<file path="src/rtl/sram64x8_ctrl.sv">
// Host-side initiator for one 64x8 single-port SRAM macro (registered CEN/GWEN/WEN/A/D).
// Define SRAM64X8_CTRL_CLEAR_EN to zero all 64 words after reset before accepting host traffic.
module sram64x8_ctrl (
  input  logic       CLK,
  input  logic       RSTN,
  input  logic       req_valid,
  output logic       req_ready,
  input  logic       req_we,
  input  logic [5:0] req_addr,
  input  logic [7:0] req_wdata,
  input  logic [7:0] req_wmask,
  output logic       rsp_valid,
  input  logic       rsp_ready,
  output logic [7:0] rsp_rdata,
  output logic       init_done,
  output logic       sram_cen,
  output logic       sram_gwen,
  output logic [7:0] sram_wen,
  output logic [5:0] sram_a,
  output logic [7:0] sram_d,
  input  logic [7:0] sram_q,
  output logic [2:0] dbg_state
);

  typedef enum logic [2:0] {
    S_CLEAR  = 3'd0,
    S_IDLE   = 3'd1,
    S_RD_ACC = 3'd2,
    S_RD_CAP = 3'd3,
    S_RSP    = 3'd4
  } state_t;

`ifdef SRAM64X8_CTRL_CLEAR_EN
  localparam state_t RST_STATE = S_CLEAR;
`else
  localparam state_t RST_STATE = S_IDLE;
`endif

  state_t     r_state, w_state_nxt;
  logic       r_cen, w_cen;
  logic       r_gwen, w_gwen;
  logic [7:0] r_wen, w_wen;
  logic [5:0] r_a, w_a;
  logic [7:0] r_d, w_d;
  logic       r_rsp_valid, w_rsp_valid;
  logic [7:0] r_rdata, w_rdata;
  logic       r_init_done, w_init_done;
  logic       w_req_ready;
  logic       w_accept;
`ifdef SRAM64X8_CTRL_CLEAR_EN
  logic [5:0] r_cnt, w_cnt_nxt;
`endif

  // Handshakes: a transfer happens on an edge where valid and ready are both high;
  // valid never waits on ready, and the holder of valid keeps its payload stable until the transfer.
  assign w_req_ready = (r_state == S_IDLE) & r_init_done;
  assign w_accept    = req_valid & w_req_ready;

  always_comb begin
    w_state_nxt = r_state;
    w_cen       = 1'b1;
    w_gwen      = 1'b1;
    w_wen       = 8'hFF;
    w_a         = r_a;
    w_d         = r_d;
    w_rsp_valid = r_rsp_valid;
    w_rdata     = r_rdata;
`ifdef SRAM64X8_CTRL_CLEAR_EN
    w_init_done = r_init_done;
    w_cnt_nxt   = r_cnt;
`else
    w_init_done = 1'b1;
`endif
    case (r_state)
`ifdef SRAM64X8_CTRL_CLEAR_EN
      S_CLEAR: begin
        w_cen     = 1'b0;
        w_gwen    = 1'b0;
        w_wen     = 8'h00;
        w_a       = r_cnt;
        w_d       = 8'h00;
        w_cnt_nxt = r_cnt + 6'd1;
        if (r_cnt == 6'd63) begin
          w_state_nxt = S_IDLE;
          w_init_done = 1'b1;
        end
      end
`endif
      S_IDLE: begin
        if (w_accept) begin
          if (req_we) begin
            // An all-zero mask is consumed without touching the macro.
            if (req_wmask != 8'h00) begin
              w_cen  = 1'b0;
              w_gwen = 1'b0;
              w_wen  = ~req_wmask;
              w_a    = req_addr;
              w_d    = req_wdata;
            end
          end else begin
            w_cen       = 1'b0;
            w_a         = req_addr;
            w_state_nxt = S_RD_ACC;
          end
        end
      end
      S_RD_ACC: w_state_nxt = S_RD_CAP;
      S_RD_CAP: begin
        w_rdata     = sram_q;
        w_rsp_valid = 1'b1;
        w_state_nxt = S_RSP;
      end
      S_RSP: begin
        if (rsp_ready) begin
          w_rsp_valid = 1'b0;
          w_state_nxt = S_IDLE;
        end
      end
      default: w_state_nxt = RST_STATE;
    endcase
  end

  always_ff @(posedge CLK or negedge RSTN) begin
    if (!RSTN) begin
      r_state     <= RST_STATE;
      r_cen       <= 1'b1;
      r_gwen      <= 1'b1;
      r_wen       <= 8'hFF;
      r_a         <= 6'd0;
      r_d         <= 8'h00;
      r_rsp_valid <= 1'b0;
      r_rdata     <= 8'h00;
      r_init_done <= 1'b0;
    end else begin
      r_state     <= w_state_nxt;
      r_cen       <= w_cen;
      r_gwen      <= w_gwen;
      r_wen       <= w_wen;
      r_a         <= w_a;
      r_d         <= w_d;
      r_rsp_valid <= w_rsp_valid;
      r_rdata     <= w_rdata;
      r_init_done <= w_init_done;
    end
  end

`ifdef SRAM64X8_CTRL_CLEAR_EN
  always_ff @(posedge CLK or negedge RSTN) begin
    if (!RSTN) r_cnt <= 6'd0;
    else       r_cnt <= w_cnt_nxt;
  end
`endif

  assign req_ready = w_req_ready;
  assign rsp_valid = r_rsp_valid;
  assign rsp_rdata = r_rdata;
  assign init_done = r_init_done;
  assign sram_cen  = r_cen;
  assign sram_gwen = r_gwen;
  assign sram_wen  = r_wen;
  assign sram_a    = r_a;
  assign sram_d    = r_d;
  assign dbg_state = r_state;

endmodule
</file>
<file path="config.mk">
export PLATFORM = sky130hd
export DESIGN_NAME = sram64x8_ctrl
export DESIGN_NICKNAME = d
export VERILOG_FILES = /design/src/rtl/sram64x8_ctrl.sv
export SDC_FILE = /design/constraint.sdc
export NUM_CORES = 1
export LEC_CHECK = 0
export ABC_AREA = 1
export CELL_PAD_IN_SITES_DETAIL_PLACEMENT = 1
export CELL_PAD_IN_SITES_GLOBAL_PLACEMENT = 1
export CORE_AREA = 2 2 71 73
export CTS_BUF_LIST = sky130_fd_sc_hd__clkbuf_8
export CTS_CLUSTER_DIAMETER = 80
export DETAILED_ROUTE_END_ITERATION = 12
export DIE_AREA = 0 0 73 75
export GPL_ROUTABILITY_DRIVEN = 0
export MAX_ROUTING_LAYER = met4
export PLACE_DENSITY = 0.83
export SYNTH_ARGS = -nofsm -noshare
export SYNTH_HDL_FRONTEND = slang
export SYNTH_SLANG_ARGS = --single-unit
</file>
<file path="constraint.sdc">
create_clock -name CLK -period 2.65 [get_ports CLK]
set_clock_uncertainty 0.05 [all_clocks]
set_input_delay 0.795 -clock CLK [delete_from_list [all_inputs] [get_ports CLK]]
set_output_delay 0.795 -clock CLK [all_outputs]
set_load 0.03 [all_outputs]
</file>
==> Yosys cells after proc, flatten, opt, wreduce, memory -nomap -nowiden <==
Index checks and enable logic that the tools add are counted.
{ "classes": {"eq_ne": 8, "muxes": 19, "bitwise_logic": 3, "n_reduce_logical": 6} }
{ "op_table": {"columns": ["op", "n"], "rows": [
  ["8-bit 2-to-1 mux", 4],
  ["6-bit 2-to-1 mux", 2],
  ["3-bit case mux with 4 select lines", 1],
  ["3-bit 2-to-1 mux", 3],
  ["1-bit 2-to-1 mux", 8],
  ["8-bit NOT", 1],
  ["8-bit nonzero test", 1],
  ["3-bit by 2-bit == test with 1-bit output, second input constant", 2],
  ["2-bit inequality test, second input constant", 3],
  ["3-bit AND reduction", 2],
  ["4-bit AND reduction", 1],
  ["3-bit by 1-bit == test with 1-bit output, second input constant", 1],
  ["3-bit == test, second input constant", 1],
  ["1-bit AND", 2],
  ["2-bit by 1-bit inequality test with 1-bit output, second input constant", 1],
  ["1-bit case mux with 2 select lines", 1],
  ["2-bit AND reduction", 1],
  ["2-bit nonzero test", 1]
]} }
{ "word_totals": {"regBits": 37, "in_bits": 35, "out_inout_bits": 38, "word_cells": 45} }

==> Logic depth before layout (Yosys ltp) <==
{ "depth": {"depth_word": 5, "ltp_mapped": 7, "ltp_nobuf": 7} }

==> Least setup slack after synthesis <==
Ideal clock, no wire load.
{ "synth_timing": {"path_kind": "flip-flop to output port", "start": "register r_state[0] (netlist: dbg_state[0])", "end": "output port req_ready", "arrival_time_ps": 1255, "path_slack_ps": 550, "path_stages_with_launch": 3, "path_buffers": 0, "path_cell_list": "dfstp_2 > nand3_2 > nor2_1"} }
{ "synth_between": {"elab_chain_len": 2} }
{ "synth_lines": {"columns": ["item", "line", "rtl"], "rows": [
  ["from (decl)", "39", "state_t r_state, w_state_nxt;"],
  ["from (signal assigned)", "135", "r_state <= w_state_nxt;"],
  ["3-bit by 1-bit == test with 1-bit output", "56", "assign w_req_ready = (r_state == S_IDLE) & r_init_done;"],
  ["1-bit AND", "56", null],
  ["to (decl)", "7", "output logic req_ready,"]
]} }
No other way between the ends.

==> Final worst setup path <==
Same ends and word-level chain as after synthesis.

==> impl_metrics.yaml <==
route:
  viasPerCell: 4.44
  avgRoutedWirePerCell_um: 12.8
  drt_wl_total_um: 3480
  dr.first_iter.drc_count: 42
  drcViolationCount: 0
  first_pass_iters: 4
  vias: 1203
  ant_nets: 0
finish:
  nNetsFinal: 251
  drive_gt1_share_pct: 16.6
  final_area_um2: 2330
  antenna_cells: 0
  syn2layout_area_growth_pct: 61.3
cts:
  post_cts_buffers: 0
  htreeDepth: 2
  cts_made_buffers: 5
  clk_latency_ps: 280
  clock_sinks: 37
  root_buffer: "clkbuf_8"
  clk_pin_slew_ps: 70
  cts_buffer_depth: 2
  cts_tree: "built"
global_routing:
  grt_use_total_pct: 14.4
  grt-ovfl-total: 0
  grt_pass1_vias: 1282
  grt_antenna_before_repair: 0
  grt_max_degree: 38
  grt_pass1_wl_um: 5800
yosys:
  syn_nets: 171
  synthTopCellsByArea: "dfrtp_1, dfstp_2, nand2_1, mux2_2, nand3_1"
  avgSynthCellArea_um2: 10.6
  ys_ff_latch: 37
  synth_edf_count: 0
  synth_warnings: 0
  synth.most_common_cell: "nand2_1"
  yosysUniqueCellTypes: 17
  syn_inst: 136
  async_flop_share_pct: 100
  yosysTopAreaCell: "dfrtp_1"
  synth-main-ff-cell: "dfrtp_1"
  seq_area_frac_synth_pct: 65.0
  synth_top_area_share_pct: 45.0
  yosys-top-cells-count: "nand2_1, dfrtp_1, nand3_1"
  netlist_area_um2: 1450
worst_hold_path:
  hold_depth: 2
  hp-start: "sram_d[0]"
  min_path_type: "reg2reg"
sta:
  timing.final.crit_share_pct: 92.2
  min_period_ps: 2440
  rsz0062_at_grt: "false"
  fin_tns_setup_ps: 0
  setup_viol: 0
  drv_slew: 0
  tightestPinTransition_ps: 808
  hold_viol_final: 0
  timing.fmax_ghz: 0.409
  slew_headroom_pct: 46.1
place:
  place_area_um2: 2230
  numPortBuffers: 72
  dpl.hpwl_um: 2690
setup_path:
  critPathMaxFanout: 6
  slowest_delay_ps: 590
  worstPathRequired_ps: 1810
  startpoint: "dbg_state[0]"
  cp-start-kind: "flop"
  worstReg2RegStart: "dbg_state[0]"
  path_class: "reg2out"
  crit_chain: "nand3_2, nor2_1, dlygate4sd2_1"
  critical_path_arrival_ps: 1600
  cp_slowest_cell: "dfstp_2"
  end_kind: "primary output"
  reg2regPathDepth: 5
run:
  drv_cap: 0
power_and_ir_drop:
  power_leakage_nw: 1.04
  irDropWorstVdd_mv: 0.397
  p_seq_share_pct: 34.6
  p_int_mw: 1.56
  pwr-share-comb_pct: 49.0
  power.switching_mw: 1.03
  p_per_area_nw_per_um2: 1110
  power_frac_clock_pct: 16.4
  sw_frac_of_total_pct: 39.8
floorplan:
  start_util_pct: 31.0
  core-area_um2: 4660
  row_count: 25
  die_w_um: 73
  die_area_um2: 5480
  io_pins: 73
  die_h_um: 75
outcome:
  status: "completed"
-- through the flow --
stage	setup slack [ps]	power, mW	cells	hold WS [ps]	utilization (%)
after CTS	194	2.63	271	428	50.1
after global placement	281	2.17	263	404	47.9
final	208	2.59	271	421	50.1
after floorplan	550	1.63	136	449	-
after global routing	147	2.75	271	450	50.1
after detailed placement	223	2.20	263	410	47.9
-- layout make-up --
| class | count | area, um2 |
|---|---|---|
| repair buffers | 74 | 729 |
| well taps | 54 | 67.6 |
| clock inverters | 1 | 5.00 |
| inverters | 6 | 22.5 |
| fillers | 529 | 2330 |
| multi-input cells | 92 | 473 |
| flip-flops and latches | 37 | 940 |
| clock buffers | 7 | 96.3 |
-- power by group through the flow --
| stage | combinational, mW | clock (mW) | sequential, mW |
|---|---|---|---|
| 6_report | 1.27 | 0.426 | 0.896 |
| 4_1_cts | 1.29 | 0.443 | 0.901 |
| 3_3_place_gp | 1.27 | 0 | 0.900 |
| 3_5_place_dp | 1.29 | 0 | 0.907 |
| 2_1_floorplan | 0.333 | 0 | 1.30 |
| 5_1_grt | 1.36 | 0.468 | 0.921 |
-- cells by family (layout without fill, tap and decap cells) --
logic type | after synthesis | after routing | synth area share, %
mux | 8 | 8 | 6.23
buf+inv | 7 | 88 | 2.34
compound gates | 4 | 4 | 1.56
simple gates | 79 | 79 | 24.7
flops | 37 | 37 | 65.0
other cells | 1 | 1 | 0.259
-- per-layer routing --
layer | routed length, um | global-route usage, % | up-vias
li1 | - | - | 596
met3 | 209 | 4.02 | 5
met4 | 38 | 4.94 | 0
met5 | 0 | - | -
met2 | 1700 | 23.8 | 47
met1 | 1530 | 16.9 | 555
-- worst max-delay path, delay by kind of cell (launching register included) --
family	cells	cell delay, ps
and+or+nand+nor	2	300
buffers and inverters	1	430
DFF	1	590
-- cells in the final DEF (no fill, tap or decap) --
cell | netlist | final
conb_1 | 1 | 1
mux2_2 | 8 | 8
buf_2 | 0 | 1
dfstp_2 | 11 | 11
dfrtp_1 | 26 | 26
clkdlybuf4s50_1 | 0 | 70
dlygate4sd2_1 | 0 | 1
clkbuf_8 | 0 | 7
nand3_2 | 2 | 2
nand3b_1 | 1 | 1
nand3_1 | 15 | 15
nor3_4 | 1 | 1
nand2_1 | 48 | 48
nand2_2 | 1 | 1
nor2_4 | 1 | 1
buf_4 | 0 | 2
inv_1 | 6 | 6
o211ai_1 | 1 | 1
nor2_1 | 9 | 9
o21ai_0 | 3 | 3
clkinv_2 | 0 | 1
nor2_2 | 1 | 1
-- final timing paths --
| kind | end | slack, ps |
|---|---|---|
| max in group asynchronous | sram_d[3] | 1490 |
| worst min register to register | sram_d[0] | 420 |
| worst max register to register | sram_a[3] | 1170 |
| worst min-delay path | sram_d[0] | 420 |
| worst max-delay path | req_ready | 210 |
| min in group asynchronous | rsp_valid | 550 |
-- sequential cells by signal, summed over array words and instances, names as in the netlist --
| name | count |
|---|---|
| dbg_state | 3 |
| sram_a | 6 |
| sram_gwen | 1 |
| sram_d | 8 |
| rsp_valid | 1 |
| rsp_rdata | 8 |
| init_done | 1 |
| sram_cen | 1 |
| sram_wen | 8 |
-- timing repair --
item,CTS,global route
hold buffers,0,0
resized for setup,1,0
setup endpoints to repair,1,0
Note: power is estimated with default switching activity, not from simulation.
